$ cat src/rtl/switch_pulse_seq.sv
// rtl/switch_pulse_seq.sv - trigger-to-set/hold/reset pulse sequencer for the photonic RS switch stage
// Optional miss counter of ignored triggers: define SWITCH_SEQ_MISS_CNT_EN.
module switch_pulse_seq #(
    parameter int CNT_W       = 16,
    parameter int SYNC_STAGES = 2,
    parameter int MISS_W      = 8
) (
    input  logic             clk,
    input  logic             reset_n,
    input  logic             trig,
    input  logic             abort,
    input  logic [CNT_W-1:0] cfg_delay,
    input  logic [CNT_W-1:0] cfg_width,
    input  logic [CNT_W-1:0] cfg_hold,
    output logic             sw_set,
    output logic             sw_rst,
    output logic             busy,
    output logic             done
`ifdef SWITCH_SEQ_MISS_CNT_EN
    ,
    input  logic             miss_clr,
    output logic [MISS_W-1:0] miss_cnt
`endif
);

    localparam logic [2:0] ST_IDLE = 3'd0;
    localparam logic [2:0] ST_DLY  = 3'd1;
    localparam logic [2:0] ST_SET  = 3'd2;
    localparam logic [2:0] ST_HOLD = 3'd3;
    localparam logic [2:0] ST_RST  = 3'd4;

    logic [SYNC_STAGES-1:0] sync_q;
    logic                   sync_prev_q;
    logic                   rise_q;

    logic [2:0]       state_q, state_d;
    logic [CNT_W-1:0] cnt_q, cnt_d;
    logic [CNT_W-1:0] width_m1_q, hold_m1_q;
    logic             capture;
    logic             done_d, done_q;

    // Zero-length width/hold behave as one cycle, so both map to a reload of 0.
    function automatic logic [CNT_W-1:0] minus_one(input logic [CNT_W-1:0] v);
        return (v == '0) ? '0 : v - CNT_W'(1);
    endfunction

    always_ff @(posedge clk or negedge reset_n) begin
        if (!reset_n) begin
            sync_q      <= '0;
            sync_prev_q <= 1'b0;
            rise_q      <= 1'b0;
        end else begin
            sync_q      <= {sync_q[SYNC_STAGES-2:0], trig};
            sync_prev_q <= sync_q[SYNC_STAGES-1];
            rise_q      <= sync_q[SYNC_STAGES-1] & ~sync_prev_q;
        end
    end

    always_comb begin
        state_d = state_q;
        cnt_d   = cnt_q;
        done_d  = 1'b0;
        capture = 1'b0;
        case (state_q)
            ST_IDLE: begin
                if (rise_q) begin
                    capture = 1'b1;
                    if (cfg_delay != '0) begin
                        state_d = ST_DLY;
                        cnt_d   = cfg_delay - CNT_W'(1);
                    end else begin
                        state_d = ST_SET;
                        cnt_d   = minus_one(cfg_width);
                    end
                end
            end
            ST_DLY: begin
                if (abort) begin
                    state_d = ST_IDLE;
                    done_d  = 1'b1;
                end else if (cnt_q == '0) begin
                    state_d = ST_SET;
                    cnt_d   = width_m1_q;
                end else begin
                    cnt_d = cnt_q - CNT_W'(1);
                end
            end
            ST_SET: begin
                // Aborted set still leaves one both-low cycle before the reset pulse.
                if (abort) begin
                    state_d = ST_HOLD;
                    cnt_d   = '0;
                end else if (cnt_q == '0) begin
                    state_d = ST_HOLD;
                    cnt_d   = hold_m1_q;
                end else begin
                    cnt_d = cnt_q - CNT_W'(1);
                end
            end
            ST_HOLD: begin
                if (abort || cnt_q == '0) begin
                    state_d = ST_RST;
                    cnt_d   = width_m1_q;
                end else begin
                    cnt_d = cnt_q - CNT_W'(1);
                end
            end
            ST_RST: begin
                if (cnt_q == '0) begin
                    state_d = ST_IDLE;
                    done_d  = 1'b1;
                end else begin
                    cnt_d = cnt_q - CNT_W'(1);
                end
            end
            default: begin
                state_d = ST_IDLE;
                cnt_d   = '0;
            end
        endcase
    end

    always_ff @(posedge clk or negedge reset_n) begin
        if (!reset_n) begin
            state_q    <= ST_IDLE;
            cnt_q      <= '0;
            width_m1_q <= '0;
            hold_m1_q  <= '0;
            done_q     <= 1'b0;
        end else begin
            state_q <= state_d;
            cnt_q   <= cnt_d;
            done_q  <= done_d;
            if (capture) begin
                width_m1_q <= minus_one(cfg_width);
                hold_m1_q  <= minus_one(cfg_hold);
            end
        end
    end

    assign sw_set = (state_q == ST_SET);
    assign sw_rst = (state_q == ST_RST);
    assign busy   = (state_q != ST_IDLE);
    assign done   = done_q;

`ifdef SWITCH_SEQ_MISS_CNT_EN
    always_ff @(posedge clk or negedge reset_n) begin
        if (!reset_n) begin
            miss_cnt <= '0;
        end else if (miss_clr) begin
            miss_cnt <= '0;
        end else if (rise_q && state_q != ST_IDLE && miss_cnt != {MISS_W{1'b1}}) begin
            miss_cnt <= miss_cnt + MISS_W'(1);
        end
    end
`endif

endmodule

$ cat config.mk
export PLATFORM = sky130hd
export DESIGN_NAME = switch_pulse_seq
export DESIGN_NICKNAME = d
export VERILOG_FILES = /design/src/rtl/switch_pulse_seq.sv
export SDC_FILE = /design/constraint.sdc
export NUM_CORES = 1
export LEC_CHECK = 0
export ABC_AREA = 1
export BUFFER_PORTS_ARGS = -buffer_cell sky130_fd_sc_hd__buf_2
export CAP_MARGIN = 10
export CORE_MARGIN = 1.5
export CORE_UTILIZATION = 31
export DETAILED_ROUTE_END_ITERATION = 16
export GPL_TIMING_DRIVEN = 0
export SETUP_SLACK_MARGIN = 0.02
export SYNTH_ARGS = -nofsm -noshare
export SYNTH_HDL_FRONTEND = slang
export SYNTH_SLANG_ARGS = --single-unit
$ cat constraint.sdc
create_clock -name clk -period 2.5 [get_ports clk]
set_clock_uncertainty 0.15 [all_clocks]
set_input_delay 0.375 -clock clk [delete_from_list [all_inputs] [get_ports clk]]
set_output_delay 0.375 -clock clk [all_outputs]
set_load 0.02 [all_outputs]
==> results.tsv, run 1 <==
metric	value	unit
outcome	finished clean	
crit_end	cnt_q[15]$_DFFE_PN0P_	
drt-total-wl	12200	µm
first_pass_iters	4	
relSlewSlack	63.2	%
drtAntennaViolNets	0	
path_cells	inv_1, ha_1, nand3_1, nor2_2, nand3_2, o21ai_0, nor2_1, nand3_1, nand2_1, nand2_1	
yosysWarningCount	0	
port_buffers	55	
vias	4428	
antenna_found_initial	0	
holdWs	0.0287	ns
crit_slowest_cell	nor2_2	
ys_ff_latch	56	
root_buffer	clkbuf_16	
multiInputGateArea	2560	µm²
r2r_setup_slack	0.21	ns
cts.sinks	56	
areaGrowthSynthToFinish	16.0	%
period_minus_slack	2.29	ns
start_util	32.1	%
fmax	437	MHz
synth_top_area_share	32.4	%
pre_cts_slack	-0.0223	ns
cp_num_cells	10	
h-tree-depth	2	
insertion_delay	0.30	ns
synthTopCellsByArea	dfrtp_1 (32%), nand2_1 (20%), nor2_1 (10%)	
syn_nets	752	
leakagePower	2.60	nW
worst_path_dominant_cell_family	simple AND/OR/NAND/NOR gates	
hold_violations	0	
crit_path_end_kind	register	
worst_setup_path_start_kind	register	
path_clk_slew	0.07	ns
rsz0062_at_grt	no	
ys_seq_area_share	32.4	%
routabilityCongestion	0.867	
yosys.cell_types.count	31	
pwr-share-seq	34.0	%
slew_viol_final	0	
layout_setup_ws	0.212	ns
grt_pass1_wl	20200	µm
dieArea	14700	µm²
worstSetupStartpoint	cnt_q[0]$_DFFE_PN0P_	
grt_pass1_vias	4117	
worst-slew-pin-transition	0.548	ns
via_per_inst	4.73	
place_hpwl	10100	µm
crit_type	reg2reg	
ios	56	
p_sw_share	46.8	%
drc_errors	0	
grt_max_degree	38	
pwr-share-clk	15.4	%
crit_required	2.59	ns
power_frac_comb	50.6	%
clockBufferDepth	2	
syn_area	4320	µm²
critPathMaxStageDelay	0.39	ns
grtUsageTotal	17.5	%
power_density	942	nW/µm²
cts_tree	done	
intPower	2.51	mW
drive_gt1_share	12.1	%
cap_violations	0	
hold_path_class	in2reg	
overflow	0	
cp_max_fo	9	
timing.rr.end	cnt_q[15]$_DFFE_PN0P_	
drt_iter0_markers	243	
synthCells	695	
r2r_cells	10	
seqCellArea	1400	µm²
reg2reg_from	cnt_q[0]$_DFFE_PN0P_	
setup_viol	0	
die_height	121	µm
arrival	2.38	ns
fin_crit_sh	91.5	%
diodes	0	
row_count	42	
wl_per_cell	13.0	µm
cts_made_buffers	5	
avgSynthCellArea	6.22	µm²
cp_num_buf_inv	1	
core_area	13500	µm²
layout.nets	816	
peakVddDrop	365	µV
post_cts_buffers	0	
synth_area_leader_cell	dfrtp_1	
die_x	121	µm
nFillCells	1534	
power_switching	2.21	mW
==> layer usage <==
layer	vias up	routed length, µm	GRT usage [%]
li1	2314	-	-
met1	2025	5990	24.5
met2	82	5610	29.0
met3	7	531	2.35
met4	0	73	3.09
met5	-	0	0
==> power by group through the flow <==
stage | registers [mW] | clock network (mW) | logic (mW)
3_3_place_gp | 1.61 | 0 | 2.36
5_1_grt | 1.65 | 0.777 | 2.74
2_1_floorplan | 1.53 | 0 | 1.73
3_5_place_dp | 1.61 | 0 | 2.39
6_report | 1.61 | 0.729 | 2.39
4_1_cts | 1.60 | 0.747 | 2.40
==> cell usage in the layout (no fill, tap or decap) <==
cell type / synthesis / final
inv_8: 0 / 1
o22ai_2: 1 / 1
clkinvlp_4: 0 / 1
buf_12: 0 / 1
nor3_1: 8 / 8
o21ai_1: 1 / 1
or2_1: 1 / 1
dfrtp_1: 56 / 56
xnor2_1: 14 / 14
and2_1: 1 / 1
buf_6: 2 / 2
a21oi_4: 1 / 1
clkbuf_16: 0 / 5
xor2_1: 21 / 21
nor3_2: 1 / 1
nand3_2: 1 / 2
o21bai_1: 1 / 1
o21ai_0: 40 / 40
o211ai_1: 1 / 1
nor2_1: 115 / 113
a21boi_0: 1 / 1
nor2_2: 4 / 6
o22ai_1: 11 / 11
nand4_1: 9 / 9
ha_1: 5 / 5
buf_2: 6 / 61
nand2_1: 226 / 225
a21oi_1: 7 / 7
dlygate4sd3_1: 0 / 1
nand3_1: 70 / 69
inv_2: 4 / 4
nand2_2: 3 / 4
clkinv_1: 1 / 1
inv_1: 78 / 78
clkbuf_1: 4 / 4
clkinv_4: 0 / 1
nor2_4: 1 / 1
==> flip-flops by register name, indices dropped and copies added (netlist names) <==
| signal | flops |
|---|---|
| hold_m1_q | 16 |
| sync_q | 2 |
| cnt_q | 16 |
| done | 1 |
| width_m1_q | 16 |
| sync_prev_q | 1 |
| rise_q | 1 |
| state_q | 3 |
==> worst register-to-register path, delay by kind of cell (launching register included) <==
family                     cells  cell delay, ns
AOI/OAI and AO/OA              1            0.24
adders and majority gates      1            0.23
and+or+nand+nor                7            1.14
DFF                            1            0.38
buffers and inverters          1            0.10
==> synthesized netlist by cell type <==
| master | number |
|---|---|
| a21boi_0 | 1 |
| a21oi_1 | 7 |
| a21oi_4 | 1 |
| and2_1 | 1 |
| buf_2 | 6 |
| buf_6 | 2 |
| clkbuf_1 | 4 |
| clkinv_1 | 1 |
| dfrtp_1 | 56 |
| ha_1 | 5 |
| inv_1 | 78 |
| inv_2 | 4 |
| nand2_1 | 226 |
| nand2_2 | 3 |
| nand3_1 | 70 |
| nand3_2 | 1 |
| nand4_1 | 9 |
| nor2_1 | 115 |
| nor2_2 | 4 |
| nor2_4 | 1 |
| nor3_1 | 8 |
| nor3_2 | 1 |
| o211ai_1 | 1 |
| o21ai_0 | 40 |
| o21ai_1 | 1 |
| o21bai_1 | 1 |
| o22ai_1 | 11 |
| o22ai_2 | 1 |
| or2_1 | 1 |
| xnor2_1 | 14 |
| xor2_1 | 21 |
==> stage by stage <==
stage               TNS (ns)  cell area [µm²]  utilization [%]  instances  total power [mW]
floorplan                  0             4320                -        695              3.26
global placement     -0.0316             4820             35.8        926              3.97
detailed placement   -0.0223             4840             36.0        927              4.01
CTS                        0             5000             37.2        936              4.75
global route               0             5010             37.3        936              5.17
finish                     0             5010             37.3        936              4.72
==> cell families after synthesis <==
family	Yosys count	synth area share (%)
xor gates and xnor gates	35	7.09
adders and majority gates	5	1.45
DFF	56	32.4
and+or+nand+nor	440	42.0
buffers and inverters	95	8.77
AOI/OAI and AO/OA	64	8.33
==> layout make-up <==
class                           instances  share of cell area [%]
Clock buffer                            5                    2.50
Multi-Input combinational cell        544                    51.0
Buffer                                 12                    1.35
Timing Repair Buffer                   57                    6.09
Sequential cell                        56                    27.9
Tap cell                              176                    4.39
Inverter                               83                    6.21
Clock inverter                          3                   0.549
==> repair_timing <==
action,CTS,global route
gates resized for setup,0,4
hold buffers,1,0
endpoints found under the hold margin,19,0
setup endpoints to repair,0,10
==> how the worst min path moves through the flow <==
stage | from | endpoint | slack (ns) | depth (start not counted)
finish | trig | sync_q[0]$_DFF_PN0_ | 0.03 | 1
detailed placement | sync_q[0]$_DFF_PN0_ | sync_q[1]$_DFF_PN0_ | 0.19 | 0
global placement | sync_q[0]$_DFF_PN0_ | sync_q[1]$_DFF_PN0_ | 0.18 | 0
floorplan | reset_n | cnt_q[0]$_DFFE_PN0P_ | -0.07 | 0
CTS | trig | sync_q[0]$_DFF_PN0_ | 0.02 | 1
global route | trig | sync_q[0]$_DFF_PN0_ | 0.03 | 1
No activity file was read; power rests on OpenSTA's default activity.
==> inputs of run 2 (changes only) <==
- CORE_ASPECT_RATIO: not set -> 0.75
- CTS_BUF_LIST: not set -> sky130_fd_sc_hd__clkbuf_2
==> run 2 against run 1 <==
Net effect: cell area is 0.62% lower; critical endpoint is now busy; global-route usage is 0.76 points higher; flip-flop and latch count unchanged; utilization fell by 0.79 points; non-clock buffer count grew 7; fmax is 2.6% lower; critical path depth is 5 lower; worst hold slack lost 0.015 ns; setup slack got worse by 0.062 ns; the flow now finishes with violations (design-rule violations); largest power group unchanged; sequential power about the same; sequential share of layout area is 0.18 points higher.
==> results.tsv, run 2 (synthesis gave the netlist of run 1 again) <==
metric	value	unit	change
peakVddDrop	268	µV	was 365 µV
crit_type	reg2out		was reg2reg
via_per_inst	4.84		was 4.73
cts_made_buffers	5		unchanged
period_minus_slack	2.35	ns	was 2.29 ns
die_x	139	µm	was 121 µm
port_buffers	55		unchanged
drt-total-wl	12900	µm	was 12200 µm
relSlewSlack	60.8	%	was 63.2%
cp_max_fo	10		was 9
final_common_cell	nand2_1		unchanged
final_cell_mix	nand2_1 (225), nor2_1 (113), inv_1 (78)		unchanged
grt_pass1_vias	4296		was 4117
h-tree-depth	2		unchanged
vias	4556		was 4428
outcome	finished with violations		was finished clean
leakagePower	2.59	nW	was 2.60 nW
tns	0	ns	unchanged
crit_required	1.98	ns	was 2.59 ns
fmax	425	MHz	was 437 MHz
crit_slowest_cell	dfrtp_1		was nor2_2
holdWs	0.0133	ns	was 0.0287 ns
r2r_setup_slack	0.18	ns	was 0.21 ns
placed_area	4840	µm²	about the same
diodes	0		unchanged
grtUsageTotal	18.2	%	was 17.5%
insertion_delay	0.50	ns	was 0.30 ns
worst-slew-pin-transition	0.589	ns	was 0.548 ns
core_area	13700	µm²	was 13500 µm²
grt_max_degree	39		was 38
rsz0062_at_grt	no		unchanged
path_clk_slew	0.31	ns	was 0.07 ns
cts_tree	done		unchanged
setup_viol	0		unchanged
dieArea	14700	µm²	about the same
drc_errors	4		was 0
root_buffer	clkbuf_2		was clkbuf_16
drtAntennaViolNets	0		unchanged
layout.nets	823		was 816
start_util	31.7	%	was 32.1%
worst_setup_path_start_kind	register		unchanged
crit_path_end_kind	output port		was register
hold_violations	0		unchanged
antenna_found_initial	0		unchanged
slew_viol_final	0		unchanged
die_height	105	µm	was 121 µm
hold_path_class	in2reg		unchanged
nFillCells	1495		was 1534
wl_per_cell	13.7	µm	was 13.0 µm
fin_area	4980	µm²	was 5010 µm²
areaGrowthSynthToFinish	15.2	%	was 16.0%
power_density	896	nW/µm²	was 942 nW/µm²
violations	design-rule violations		
post_cts_buffers	0		unchanged
row_count	37		was 42
ios	56		unchanged
reg_top3	cnt_q x16, hold_m1_q x16, width_m1_q x16		unchanged
drive_gt1_share	12.0	%	was 12.1%
path_cells	nor2_1, inv_2, nor2_4, inv_2, buf_2		was inv_1, ha_1, nand3_1, nor2_2, nand3_2, o21ai_0, nor2_1, nand3_1, nand2_1, nand2_1
first_pass_iters	11		was 4
clockBufferDepth	2		unchanged
path_common_cell	inv_2		
overflow	0		unchanged
cts.sinks	56		unchanged
total_power	4.47	mW	was 4.72 mW
cap_violations	0		unchanged
critPathMaxStageDelay	0.49	ns	was 0.39 ns
drt_iter0_markers	405		was 243
place_hpwl	10400	µm	was 10100 µm
grt_pass1_wl	21300	µm	was 20200 µm
fin_crit_sh	94.0	%	was 91.5%
routabilityCongestion	0.875		was 0.867
arrival	1.83	ns	was 2.38 ns
==> run 2: per-layer routing <==
metal  global-route usage (%)  part of all wire, %
met5                        0                    0
met4                     3.57                 0.74
met3                     2.54                  5.1
met2                     26.5                   40
met1                     28.4                   54
==> run 2: cell type report <==
| class | instances | area (µm²) | share of cell area (%) |
|---|---|---|---|
| Multi-Input combinational cell | 544 | 2560 | 51.4 |
| Sequential cell | 56 | 1400 | 28.1 |
| Timing Repair Buffer | 64 | 375 | 7.53 |
| Inverter | 83 | 312 | 6.25 |
| Tap cell | 175 | 219 | 4.39 |
| Buffer | 12 | 67.6 | 1.36 |
| Clock buffer | 5 | 25.0 | 0.502 |
| Clock inverter | 3 | 22.5 | 0.452 |
==> run 2: what timing repair did <==
| action | in CTS | in global routing |
|---|---|---|
| hold buffers | 6 | 2 |
| setup endpoints to repair | 0 | 16 |
| endpoints found under the hold margin | 23 | 2 |
| gates resized for setup | 0 | 5 |
==> run 2: metrics by stage <==
step | cells | setup slack (ns) | utilization [%]
5_1_grt | 942 | 0.0145 | 36.5
3_3_place_gp | 925 | -0.00486 | 35.3
6_report | 942 | 0.150 | 36.5
4_1_cts | 940 | 0.148 | 36.2
3_5_place_dp | 926 | 0.0177 | 35.4
2_1_floorplan | 695 | 0.510 | -
==> run 2: power breakdown <==
part           total (mW)  leakage [nW]  internal [mW]  switching (mW)
combinational        2.46          1.86          0.834            1.63
clock               0.400        0.0333         0.0743           0.326
sequential           1.60         0.696           1.30           0.301
total                4.47          2.59           2.21            2.26
==> run 2: worst paths after layout <==
| kind | startpoint | to | depth (start not counted) |
|---|---|---|---|
| hold reg to reg | sync_q[0]$_DFF_PN0_ | sync_q[1]$_DFF_PN0_ | 0 |
| setup / recovery | state_q[1]$_DFFE_PN0P_ | busy | 5 |
| setup reg to reg | state_q[1]$_DFFE_PN0P_ | cnt_q[6]$_DFFE_PN0P_ | 11 |
| min in group asynchronous | reset_n | state_q[0]$_DFFE_PN0P_ | 2 |
| hold / removal | cfg_hold[4] | hold_m1_q[4]$_DFFE_PN0P_ | 3 |
| max in group asynchronous | reset_n | cnt_q[1]$_DFFE_PN0P_ | 3 |
==> run 2: worst max-delay path: cells and delay by family (launching register included) <==
family | cells | cell delay, ns
buf+inv | 3 | 0.34
simple gates | 2 | 0.49
flops | 1 | 0.49
==> inputs of run 3 (changes only) <==
- MAX_ROUTING_LAYER: not set -> met4
==> run 3 against run 2 <==
Net effect: the flow still finishes with violations (design-rule violations); highest routed layer unchanged; non-clock buffer count is the same; flip-flop and latch count unchanged; critical path depth up 5; final cell count did not move; via count up 0.86%; largest cell class unchanged; total power decreased by 0.12%; register-to-register slack is essentially flat; clock power shrank 4%; combinational power barely moved; count of clock-buffer cells in the layout is 1 higher; utilization hardly changed.
==> results.tsv, run 3 (synthesis gave the netlist of run 1 again) <==
metric	value	unit	change
core_area	13700	µm²	unchanged
cts.sinks	56		unchanged
seqCellArea	1400	µm²	unchanged
stdcell_count	942		unchanged
drtAntennaViolNets	0		unchanged
drt_iter0_markers	457		was 405
path_clk_slew	0.30	ns	was 0.31 ns
outcome	finished with violations		unchanged
grt_pass1_vias	4232		was 4296
crit_required	2.76	ns	was 1.98 ns
r2r_cells	12		was 11
worst-slew-pin-transition	0.571	ns	was 0.589 ns
r2r_setup_slack	0.18	ns	about the same
drc_errors	4		unchanged
wl_per_cell	13.7	µm	about the same
hold_violations	0		unchanged
hp-start	cfg_hold[4]		unchanged
layout_setup_ws	0.157	ns	was 0.150 ns
relSlewSlack	62.0	%	was 60.8%
worst_setup_path_start_kind	input port		was register
reg_top3	cnt_q x16, hold_m1_q x16, width_m1_q x16		unchanged
grt_max_degree	40		was 39
rsz0062_at_grt	no		unchanged
cts_tree	done		unchanged
routabilityCongestion	0.903		was 0.875
post_cts_buffers	0		unchanged
insertion_delay	0.50	ns	about the same
crit_type	in2reg		was reg2out
postLayoutCoreUtil	36.5	%	about the same
drive_gt1_share	12.0	%	unchanged
dieArea	14700	µm²	unchanged
diodes	0		unchanged
holdPathEnd	hold_m1_q[4]$_DFFE_PN0P_		unchanged
vias	4595		was 4556
slew_viol_final	0		unchanged
via_per_inst	4.88		was 4.84
grt_use_met1	29.7	%	was 28.4%
start_util	31.7	%	unchanged
met2_usage	25.9	%	was 26.5%
nFillCells	1541		was 1495
root_buffer	clkbuf_2		unchanged
grt_pass1_wl	21500	µm	was 21300 µm
overflow	0		unchanged
reg2reg_from	cnt_q[0]$_DFFE_PN0P_		was state_q[1]$_DFFE_PN0P_
peakVddDrop	326	µV	was 268 µV
grtUsageMet3	2.68	%	was 2.54%
areaGrowthSynthToFinish	15.3	%	was 15.2%
hold_path_class	in2reg		unchanged
first_pass_iters	11		unchanged
row_count	37		unchanged
place_hpwl	10400	µm	about the same
pre_cts_slack	-0.00485	ns	was 0.0177 ns
die_x	139	µm	unchanged
fmax	427	MHz	was 425 MHz
ios	56		unchanged
crit_path_end_kind	register		was output port
leakagePower	2.58	nW	was 2.59 nW
multiInputGateArea	2570	µm²	was 2560 µm²
violations	design-rule violations		unchanged
busiest_layer	met1		unchanged
setup_viol	0		unchanged
period_minus_slack	2.34	ns	was 2.35 ns
final_common_cell	nand2_1		unchanged
clockBufferDepth	2		unchanged
final_cell_mix	nand2_1 (225), nor2_1 (113), inv_1 (78)		unchanged
grtUsageTotal	19.1	%	was 18.2%
dp.cells	926		unchanged
cts_made_buffers	5		unchanged
layout.nets	823		unchanged
antenna_found_initial	0		unchanged
h-tree-depth	2		unchanged
cap_violations	0		unchanged
arrival	2.61	ns	was 1.83 ns
timing.rr.end	cnt_q[8]$_DFFE_PN0P_		was cnt_q[6]$_DFFE_PN0P_
cp_max_fo	10		unchanged
power_density	894	nW/µm²	was 896 nW/µm²
drt-total-wl	12900	µm	about the same
port_buffers	55		unchanged
die_height	105	µm	unchanged
fin_crit_sh	93.7	%	was 94.0%
holdPathStages	3		unchanged
run 3: per-layer routing:
layer,vias to the layer above,routed length [µm]
li1,2333,-
met1,2128,6970
met2,123,5100
met3,11,725
met4,0,119
met5,-,0
run 3: worst max path at each step:
stage / start / end / slack [ns] / cells after the start
floorplan: cfg_width[0] / cnt_q[1]$_DFFE_PN0P_ / 0.51 / 12
global placement: cfg_width[0] / cnt_q[1]$_DFFE_PN0P_ / 0.008 / 13
detailed placement: cfg_width[0] / cnt_q[1]$_DFFE_PN0P_ / -0.005 / 13
CTS: cnt_q[0]$_DFFE_PN0P_ / cnt_q[15]$_DFFE_PN0P_ / 0.15 / 10
global route: cnt_q[0]$_DFFE_PN0P_ / cnt_q[8]$_DFFE_PN0P_ / 0.02 / 12
finish: cfg_hold[0] / hold_m1_q[13]$_DFFE_PN0P_ / 0.16 / 10
run 3: cell type report:
| cell class | instances | area share [%] |
|---|---|---|
| plain buffers | 12 | 1.35 |
| inverters | 83 | 6.25 |
| clock buffers | 6 | 0.602 |
| flip-flops and latches | 56 | 28.1 |
| repair buffers | 64 | 7.53 |
| clock inverters | 2 | 0.326 |
| multi-input cells | 544 | 51.5 |
| well taps | 175 | 4.39 |
run 3: per-stage QoR:
step           hold WS [ns]  cell area [µm²]  TNS [ns]  power, mW
2_1_floorplan       -0.0706             4320         0       3.26
3_3_place_gp          0.185             4820         0       3.99
3_5_place_dp          0.185             4840  -0.00485       4.03
4_1_cts             0.00297             4940         0       4.42
5_1_grt             0.00889             4990         0       4.90
6_report             0.0335             4990         0       4.46
run 3: power by group:
group | switching [mW] | internal (mW)
registers | 0.299 | 1.30
logic | 1.64 | 0.834
clock network | 0.311 | 0.0746
total | 2.25 | 2.21
run 3: what timing repair did:
action / in CTS / in global routing
endpoints found under the hold margin: 22 / 2
gates resized for setup: 0 / 6
endpoints found under the setup margin: 0 / 22
hold buffers: 6 / 2
run 3: critical path, stage by stage:
cell	delay [ns]
dlygate4sd3_1	0.53
buf_2	0.13
inv_1	0.06
ha_1	0.18
nand2_1	0.06
nor2_1	0.24
nand4_1	0.19
o21ai_1	0.40
buf_2	0.32
o22ai_1	0.11
